`config.mk`:
```
export PLATFORM = sky130hd
export DESIGN_NAME = pc_ifid_stage
export DESIGN_NICKNAME = d
export VERILOG_FILES = /design/src/rtl/pc_ifid_stage.sv
export SDC_FILE = /design/constraint.sdc
export NUM_CORES = 1
export LEC_CHECK = 0
export ABC_CLOCK_PERIOD_IN_PS = 2450
export CORE_ASPECT_RATIO = 1.4
export CORE_MARGIN = 3
export CORE_UTILIZATION = 44
export DETAILED_ROUTE_END_ITERATION = 8
export MAX_ROUTING_LAYER = met4
export PLACE_DENSITY = 0.91
export SLEW_MARGIN = 40
export SYNTH_ARGS = -nofsm -noshare
export SYNTH_HDL_FRONTEND = slang
export SYNTH_SLANG_ARGS = --single-unit
```
`constraint.sdc`:
```
create_clock -name clk -period 2.45 [get_ports clk]
set_clock_uncertainty 0.15 [all_clocks]
set_input_delay 0.3675 -clock clk [delete_from_list [all_inputs] [get_ports clk]]
set_output_delay 0.3675 -clock clk [all_outputs]
set_load 0.03 [all_outputs]
```
`src/rtl/pc_ifid_stage.sv`:
```
// PC register, next-PC selection and IF/ID pipeline register for the
// 5-stage MIPS datapath. Each cycle resolves to exactly one of three modes:
// hold everything for a load-use stall, redirect fetch while squashing IF/ID,
// or advance sequentially. Saturating stall/flush counters support perf debug.
module pc_ifid_stage #(
    parameter logic [31:0] RESET_PC  = 32'h0000_3000,
    parameter logic [31:0] NOP_INSTR = 32'h0000_0000,
    parameter int          CNT_W     = 16
) (
    input  logic             clk,
    input  logic             rst,
    input  logic             pc_if_wr,
    input  logic             id_if_flush,
    input  logic [1:0]       npc_sel,
    input  logic [31:0]      br_target,
    input  logic [31:0]      j_target,
    input  logic [31:0]      jr_target,
    input  logic [31:0]      imem_instr,
    output logic [31:0]      pc,
    output logic [31:0]      ifid_pc,
    output logic [31:0]      ifid_pc4,
    output logic [31:0]      ifid_instr,
    output logic             ifid_valid,
    output logic [CNT_W-1:0] stall_cnt,
    output logic [CNT_W-1:0] flush_cnt
);

    // Per-cycle mode; there is no multi-cycle state, so this is decoded fresh
    // every cycle from the hazard unit's controls.
    typedef enum logic [1:0] {
        MODE_RUN        = 2'b00,
        MODE_STALL_HOLD = 2'b01,
        MODE_REDIRECT   = 2'b10
    } mode_e;

    localparam logic [CNT_W-1:0] CNT_MAX  = {CNT_W{1'b1}};
    localparam logic [CNT_W-1:0] CNT_ONE  = {{(CNT_W-1){1'b0}}, 1'b1};
    localparam logic [CNT_W-1:0] CNT_ZERO = {CNT_W{1'b0}};
    localparam logic [31:0]      ALIGN_MASK = 32'hFFFF_FFFC;

    logic [31:0]      pc_r;
    logic [31:0]      ifid_pc_r;
    logic [31:0]      ifid_pc4_r;
    logic [31:0]      ifid_instr_r;
    logic             ifid_valid_r;
    logic [CNT_W-1:0] stall_cnt_r;
    logic [CNT_W-1:0] flush_cnt_r;

    mode_e            mode_s;
    logic [31:0]      pc4_s;
    logic [31:0]      target_raw_s;
    logic [31:0]      redirect_pc_s;
    logic [CNT_W-1:0] stall_cnt_inc_s;
    logic [CNT_W-1:0] flush_cnt_inc_s;

    // Stall has priority over flush: a branch seen during a stall is
    // re-evaluated in ID next cycle with forwarded operands.
    always_comb begin
        mode_s = MODE_RUN;
        if (!pc_if_wr) begin
            mode_s = MODE_STALL_HOLD;
        end else if (!id_if_flush) begin
            mode_s = MODE_REDIRECT;
        end else begin
            mode_s = MODE_RUN;
        end
    end

    // Sequential successor, 32-bit modulo so the top of memory wraps to 0.
    always_comb begin
        pc4_s = pc_r + 32'd4;
    end

    // Redirect target select; low two bits are cleared so a misaligned
    // register target still lands on a word boundary.
    always_comb begin
        target_raw_s = pc4_s;
        case (npc_sel)
            2'b00:   target_raw_s = pc4_s;
            2'b01:   target_raw_s = br_target;
            2'b10:   target_raw_s = j_target;
            2'b11:   target_raw_s = jr_target;
            default: target_raw_s = pc4_s;
        endcase
        redirect_pc_s = target_raw_s & ALIGN_MASK;
    end

    // Saturating increments: at all-ones the event is dropped, never wrapped.
    always_comb begin
        stall_cnt_inc_s = stall_cnt_r;
        flush_cnt_inc_s = flush_cnt_r;
        if (stall_cnt_r != CNT_MAX) begin
            stall_cnt_inc_s = stall_cnt_r + CNT_ONE;
        end else begin
            stall_cnt_inc_s = stall_cnt_r;
        end
        if (flush_cnt_r != CNT_MAX) begin
            flush_cnt_inc_s = flush_cnt_r + CNT_ONE;
        end else begin
            flush_cnt_inc_s = flush_cnt_r;
        end
    end

    // PC, IF/ID and counter update; reset overrides every mode and discards
    // any stall/flush event of that cycle.
    always_ff @(posedge clk) begin
        if (!rst) begin
            pc_r         <= RESET_PC;
            ifid_pc_r    <= 32'h0000_0000;
            ifid_pc4_r   <= 32'h0000_0000;
            ifid_instr_r <= NOP_INSTR;
            ifid_valid_r <= 1'b0;
            stall_cnt_r  <= CNT_ZERO;
            flush_cnt_r  <= CNT_ZERO;
        end else begin
            case (mode_s)
                MODE_STALL_HOLD: begin
                    stall_cnt_r <= stall_cnt_inc_s;
                end
                MODE_REDIRECT: begin
                    pc_r         <= redirect_pc_s;
                    ifid_pc_r    <= pc_r;
                    ifid_pc4_r   <= pc4_s;
                    ifid_instr_r <= NOP_INSTR;
                    ifid_valid_r <= 1'b0;
                    flush_cnt_r  <= flush_cnt_inc_s;
                end
                MODE_RUN: begin
                    pc_r         <= pc4_s;
                    ifid_pc_r    <= pc_r;
                    ifid_pc4_r   <= pc4_s;
                    ifid_instr_r <= imem_instr;
                    ifid_valid_r <= 1'b1;
                end
                default: begin
                    pc_r         <= pc_r;
                    ifid_valid_r <= ifid_valid_r;
                end
            endcase
        end
    end

    assign pc         = pc_r;
    assign ifid_pc    = ifid_pc_r;
    assign ifid_pc4   = ifid_pc4_r;
    assign ifid_instr = ifid_instr_r;
    assign ifid_valid = ifid_valid_r;
    assign stall_cnt  = stall_cnt_r;
    assign flush_cnt  = flush_cnt_r;

endmodule

```
==> results of run 1 <==
==> placed cells by master (no fill, tap or decap), types with 7 or more instances in the layout <==
cell type,count
clkdlybuf4s50_1,278
dfxtp_1,151
nor2_1,125
buf_4,60
a21oi_1,59
o21ai_0,57
mux2i_1,48
nand2_1,47
a22oi_1,43
nand3_1,26
xnor2_1,26
xor2_1,25
nor3_1,18
nand4_1,17
clkbuf_16,17
mux2_2,15
a211oi_1,10
inv_1,10
o22ai_1,9
nor4_1,8
and3_1,8
and2_1,8
and4_1,7
==> Yosys cell counts (2+ instances only) <==
| cell type | instances |
|---|---|
| dfxtp_1 | 155 |
| nor2_1 | 125 |
| clkbuf_1 | 63 |
| a21oi_1 | 59 |
| o21ai_0 | 58 |
| mux2i_1 | 48 |
| nand2_1 | 47 |
| a22oi_1 | 43 |
| nand3_1 | 27 |
| xnor2_1 | 26 |
| xor2_1 | 25 |
| nor3_1 | 18 |
| nand4_1 | 17 |
| mux2_2 | 15 |
| inv_1 | 11 |
| nor4_1 | 11 |
| a211oi_1 | 10 |
| o22ai_1 | 9 |
| and2_1 | 8 |
| and3_1 | 8 |
| and4_1 | 7 |
| nand2b_1 | 7 |
| buf_2 | 6 |
| buf_4 | 6 |
| or3_1 | 6 |
| a32o_1 | 5 |
| buf_1 | 5 |
| o211ai_1 | 5 |
| nor2b_1 | 4 |
| or2_2 | 4 |
| a31o_2 | 3 |
| a31oi_1 | 3 |
| ha_1 | 3 |
| nor3b_1 | 3 |
| or4_1 | 3 |
| a221oi_1 | 2 |
| a22o_1 | 2 |
| and4b_1 | 2 |
| nor4_2 | 2 |
| o211a_1 | 2 |
| o31ai_1 | 2 |
| o32ai_1 | 2 |
| o41ai_1 | 2 |
==> flip-flops by register name (all words and copies together), names as in the netlist <==
name	count
flush_cnt	16
ifid_instr	32
ifid_pc	30
ifid_pc4	30
ifid_valid	1
pc	30
stall_cnt	16
==> per-layer routing <==
layer / wire, um / GRT usage (%) / vias up
met5: 0 / - / -
met4: 1100 / 12.7 / 0
met3: 1870 / 6.03 / 82
met2: 13500 / 49.1 / 421
met1: 10200 / 32.6 / 3788
li1: - / - / 3750
==> power breakdown <==
part	internal (mW)	leakage, nW	switching [mW]
Sequential	2.63	1.27	0.0829
Clock	1.63	0.277	1.08
Combinational	0.614	2.71	0.711
Total	4.88	4.25	1.87
==> worst register-to-register path, cell delays in order (launching register included) <==
cell and delay, ns:
dfxtp_1 0.39, ha_1 0.19, and4_1 0.32, nand2b_2 0.24, nor4_2 0.54, o21ai_0 0.17
a211oi_1 0.26
==> metrics by stage <==
stage / setup WS (ns) / utilization [%] / power (mW) / hold WS (ns)
after global routing: -0.0145 / 69.5 / 6.98 / 0.184
final: 0.112 / 69.5 / 6.75 / 0.198
after global placement: -0.0000284 / 65.6 / 4.06 / 0.295
after floorplan: -0.00192 / - / 3.43 / 0.362
after detailed placement: -0.0439 / 65.6 / 4.08 / 0.298
after CTS: 0.00605 / 69.2 / 6.77 / 0.184
==> how the worst max path moves through the flow <==
stage,startpoint,end,cells past startpoint
final,pc[2],pc[24],6
after global placement,id_if_flush,pc[13],6
after CTS,pc[2],pc[24],6
after global routing,pc[2],pc[24],6
after floorplan,pc[9],pc[17],5
after detailed placement,id_if_flush,pc[13],6
==> layout make-up <==
cell class / count / share of cell area, %
clock inverters: 13 / 1.46
inverters: 12 / 0.405
clock buffers: 18 / 3.84
well taps: 199 / 2.18
multi-input cells: 646 / 35.6
diodes: 1 / 0.0219
repair buffers: 346 / 29.3
flip-flops and latches: 155 / 27.2
==> logic make-up after synthesis <==
family                     Yosys count  share of synthesized area, %
muxes                               63                          8.68
AOI/OAI and AO/OA                  219                          18.5
xor gates and xnor gates            51                          5.97
adders and majority gates            3                         0.502
other                                1                        0.0501
buffers and inverters               93                          5.08
and+or+nand+nor                    304                          19.7
DFF                                155                          41.5
==> impl_metrics.yaml, run 1 <==
critical_path:
  critical_path_class: "reg -> reg"
  cp_top_family: "simple AND/OR/NAND/NOR gates"
  cp_slowest_cell: "nor4_2"
  r2r-end: "pc[24]"
  critPathLaunchType: "register"
  r2r_slack_ns: 0.11
  reg2reg_depth: 6
  crit_buf_inv: 0
  end_kind: "register"
  r2r-start: "pc[2]"
  slowest_delay_ns: 0.53
  cp_data_arrival_time_ns: 2.53
  crit_chain: "ha_1 > and4_1 > nand2b_2 > nor4_2 > o21ai_0 > a211oi_1"
  cp_data_required_time_ns: 2.64
  crit_fanout: 10
finish:
  postLayoutCellArea_sq_um: 11400
  final_nets: 1315
  register_area_sq_um: 3110
  n_fill_cell: 1207
  area_growth_pct: 52.8
  drive_above_1_share_pct: 11.9
  final_cells: 1390
  multi_input_area_sq_um: 4070
global_route:
  grt_use_total_pct: 29.0
  antenna_found_initial: 1
  grt_pass1_wl_um: 41500
  grt_max_degree: 50
  grt_pass1_vias: 8115
  overflow: 0
clocking:
  cts_buffer_depth: 2
  cts_tree: "built"
  path_clk_slew_ns: 0.06
  h-tree-depth: 4
  root_buffer: "clkbuf_16"
  cts_sinks: 155
  cts_setup_buffers: 0
  cts_hold_buf: 0
  cts_made_buffers: 17
  cts_resized: 0
  insertion_delay_ns: 0.42
routing:
  dr.pass1.iters: 5
  dr_total_vias: 8041
  wl_per_cell_um: 19.2
  via_per_inst: 5.78
  drc: 0
  drt_iter0_drc: 526
  drt-total-wl_um: 26600
  postRouteAntennaNets: 0
status:
  status: "finished clean"
place:
  post_dp_cell_area_sq_um: 10800
  dp_hpwl_um: 19700
  dp_cells: 1358
  routabilityCongestion: 0.923
  numPortBuffers: 282
timing:
  worst_pin_slew_ns: 0.708
  fmax_mhz: 428
  hold_viol_final: 0
  slew_viol_final: 0
  fin_tns_setup_ns: 0
  finalCritPeriodShare_pct: 95.4
  setup_viol: 0
  min_period_ns: 2.34
  relSlewSlack_pct: 52.8
synth:
  synth_top_area_share_pct: 41.5
  yosysSeqAreaShare_pct: 41.5
  async_flop_share_pct: 0
  syn_avg_cell_area_sq_um: 8.42
  synth.area.top_cells: "dfxtp_1 41%, mux2i_1 6.4%, nor2_1 6.3%"
  ys_ff_latch: 155
  mappedNetlistArea_sq_um: 7480
  yosys_warnings: 0
  synth-edff-count: 0
  synth_flop_cell: "dfxtp_1"
  synthCells: 889
  yosysTopAreaCell: "dfxtp_1"
  yosysUniqueCellTypes: 63
run:
  drv_cap: 0
worst_hold_path:
  worstHoldEndpoint: "ifid_pc4[26]"
  holdCritStartpoint: "pc_if_wr"
  worstHoldPathCells: 2
  min_path_type: "in -> reg"
power_and_ir_drop:
  power.leakage_nw: 4.25
  power_density_nw_per_um2: 590
  ir_drop_mv: 0.488
floorplan:
  rows: 55
  die_x_um: 116
  dieArea_sq_um: 18600
  io_pins: 295
  dieHeight_um: 160
  initial_core_util_pct: 45.5
  coreArea_sq_um: 16400
No activity file was read; power rests on OpenSTA's default activity.
==> run 2, diff against run 1 <==
Settings changed: ABC_AREA set to 1, ABC_CLOCK_PERIOD_IN_PS 2450 to unset, CORE_UTILIZATION 44 to 45, PLACE_DENSITY 0.91 to 0.92.
==> impl_metrics.yaml, run 2 <==
critical_path:
  critPathLaunchType: "register"
  crit_fanout: 9
  end_kind: "output pin"
  cp_top_family: "buffers and inverters"
  critPathLaunch: "pc[4]"
  cp_slowest_cell: "clkdlybuf4s50_1"
  crit_buf_inv: 1
  cp_data_required_time_ns: 1.93
  crit_chain: "clkdlybuf4s50_1"
  slowest_delay_ns: 0.77
  critical_path_class: "reg -> out"
  r2r-start: "stall_cnt[0]"
  cp_data_arrival_time_ns: 1.71
synth:
  ys_ff_latch: 155
  synth_flop_cell: "dfxtp_1"
  async_flop_share_pct: 0
  yosysMostFrequentCell: "nand2_1"
  synth.area.top_cells: "dfxtp_1 40%, nand2_1 17%, a21oi_1 8.5%"
  synth.top_cells.by_count: "359 x nand2_1, 155 x dfxtp_1, 132 x a21oi_1"
  mappedNetlistArea_sq_um: 7750
  yosys_warnings: 0
  synth_top_area_share_pct: 40.1
  yosysUniqueCellTypes: 33
  yosysTopAreaCell: "dfxtp_1"
  synthCells: 1166
  syn_avg_cell_area_sq_um: 6.64
  yosysSeqAreaShare_pct: 40.1
  synth-edff-count: 0
clocking:
  insertion_delay_ns: 0.43
  cts_resized: 0
  path_clk_slew_ns: 0.07
  h-tree-depth: 4
  cts_tree: "built"
  cts_hold_buf: 0
  cts_made_buffers: 17
  cts_buffer_depth: 2
  cts_setup_buffers: 0
  cts_sinks: 155
  root_buffer: "clkbuf_16"
floorplan:
  initial_core_util_pct: 46.1
  rows: 56
  coreArea_sq_um: 16800
  dieHeight_um: 161
  dieArea_sq_um: 18800
  io_pins: 295
  die_x_um: 117
global_route:
  grt_pass1_wl_um: 41500
  grt_pass1_vias: 8090
  grt_max_degree: 113
  overflow: 0
  antenna_found_initial: 0
  grt_use_total_pct: 28.6
worst_hold_path:
  min_path_type: "in -> reg"
  holdCritStartpoint: "pc_if_wr"
routing:
  via_per_inst: 5.32
  drt_iter0_drc: 829
  dr.pass1.iters: 5
  dr_total_vias: 8738
  drt-total-wl_um: 26800
  wl_per_cell_um: 16.3
  drc: 0
  postRouteAntennaNets: 0
timing:
  finalCritPeriodShare_pct: 90.8
  hold_viol_final: 0
  setup_viol: 0
  min_period_ns: 2.22
  relSlewSlack_pct: 53.4
  fmax_mhz: 449
  worst_pin_slew_ns: 0.697
  slew_viol_final: 0
  fin_tns_setup_ns: 0
  rsz0062_at_grt: "false"
finish:
  layout_commonest_cell: "nand2_1"
  final_nets: 1563
  multi_input_area_sq_um: 3990
  register_area_sq_um: 3100
  layout_common_cells: "359 x nand2_1, 280 x clkdlybuf4s50_1, 155 x dfxtp_1"
  final_cells: 1642
  area_growth_pct: 46.2
  antenna_cells: 0
  drive_above_1_share_pct: 5.70
  largest_reg_flops: 32
  n_fill_cell: 1433
power_and_ir_drop:
  power_density_nw_per_um2: 599
  ir_drop_mv: 0.405
  power.leakage_nw: 4.33
run:
  drv_cap: 0
place:
  routabilityCongestion: 0.966
  dp_hpwl_um: 20100
  dp_cells: 1610
  numPortBuffers: 282
status:
  status: "finished clean"
-- run 2: cell types whose count changed in the layout (fill, tap and decap cells not counted), moves of 11 or more --
| cell | previous run | this run |
|---|---|---|
| nand2_1 | 47 | 359 |
| a21oi_1 | 59 | 132 |
| inv_1 | 10 | 82 |
| mux2i_1 | 48 | 0 |
| nand3_1 | 26 | 70 |
| a22oi_1 | 43 | 0 |
| buf_4 | 60 | 19 |
| xnor2_1 | 26 | 8 |
| o211ai_1 | 5 | 21 |
| mux2_2 | 15 | 0 |
| o21ai_0 | 57 | 68 |
-- run 2: cell type report --
cell class | count | area share, %
clock buffers | 17 | 3.76
clock inverters | 15 | 1.54
inverters | 88 | 2.92
multi-input cells | 859 | 35.2
flip-flops and latches | 155 | 27.4
well taps | 203 | 2.24
repair buffers | 305 | 26.9
-- run 2: where the power goes --
group	internal, mW	switching [mW]	total [mW]
clock	1.46	1.22	2.69
combinational	0.571	0.756	1.33
sequential	2.65	0.121	2.77
total	4.68	2.10	6.78
-- run 2: metrics by stage --
stage | setup WS (ns) | cell area, sq um | hold slack [ns] | power (mW) | util, %
2_1_floorplan | 0.508 | 7760 | 0.360 | 3.50 | -
3_3_place_gp | 0.167 | 10700 | 0.299 | 4.12 | 63.8
3_5_place_dp | 0.126 | 10700 | 0.308 | 4.14 | 63.8
4_1_cts | 0.226 | 11300 | 0.222 | 6.80 | 67.3
5_1_grt | 0.118 | 11300 | 0.231 | 7.02 | 67.3
6_report | 0.225 | 11300 | 0.227 | 6.78 | 67.3
-- run 2: per-layer routing --
metal,share of wire [%],wire (um),global-route usage (%),up-vias
li1,-,-,-,4280
met1,38,10200,33.8,4001
met2,52,13800,47.4,382
met3,6.3,1680,4.84,75
met4,4.2,1130,12.3,0
met5,0,0,-,-
-- run 2: final timing paths --
kind | to | slack, ns | cells past startpoint
max | pc[4] | 0.23 | 1
min | ifid_pc[4] | 0.23 | 4
max reg2reg | stall_cnt[12] | 0.29 | 8
min reg2reg | ifid_instr[16] | 0.31 | 2
-- run 2: cell families after synthesis --
group	count (synthesis)	synth area share, %
other	1	0.0484
xor gates and xnor gates	26	2.94
adders and majority gates	3	0.485
DFF	155	40.1
AOI/OAI and AO/OA	233	16.2
buffers and inverters	157	8.80
and+or+nand+nor	591	31.5
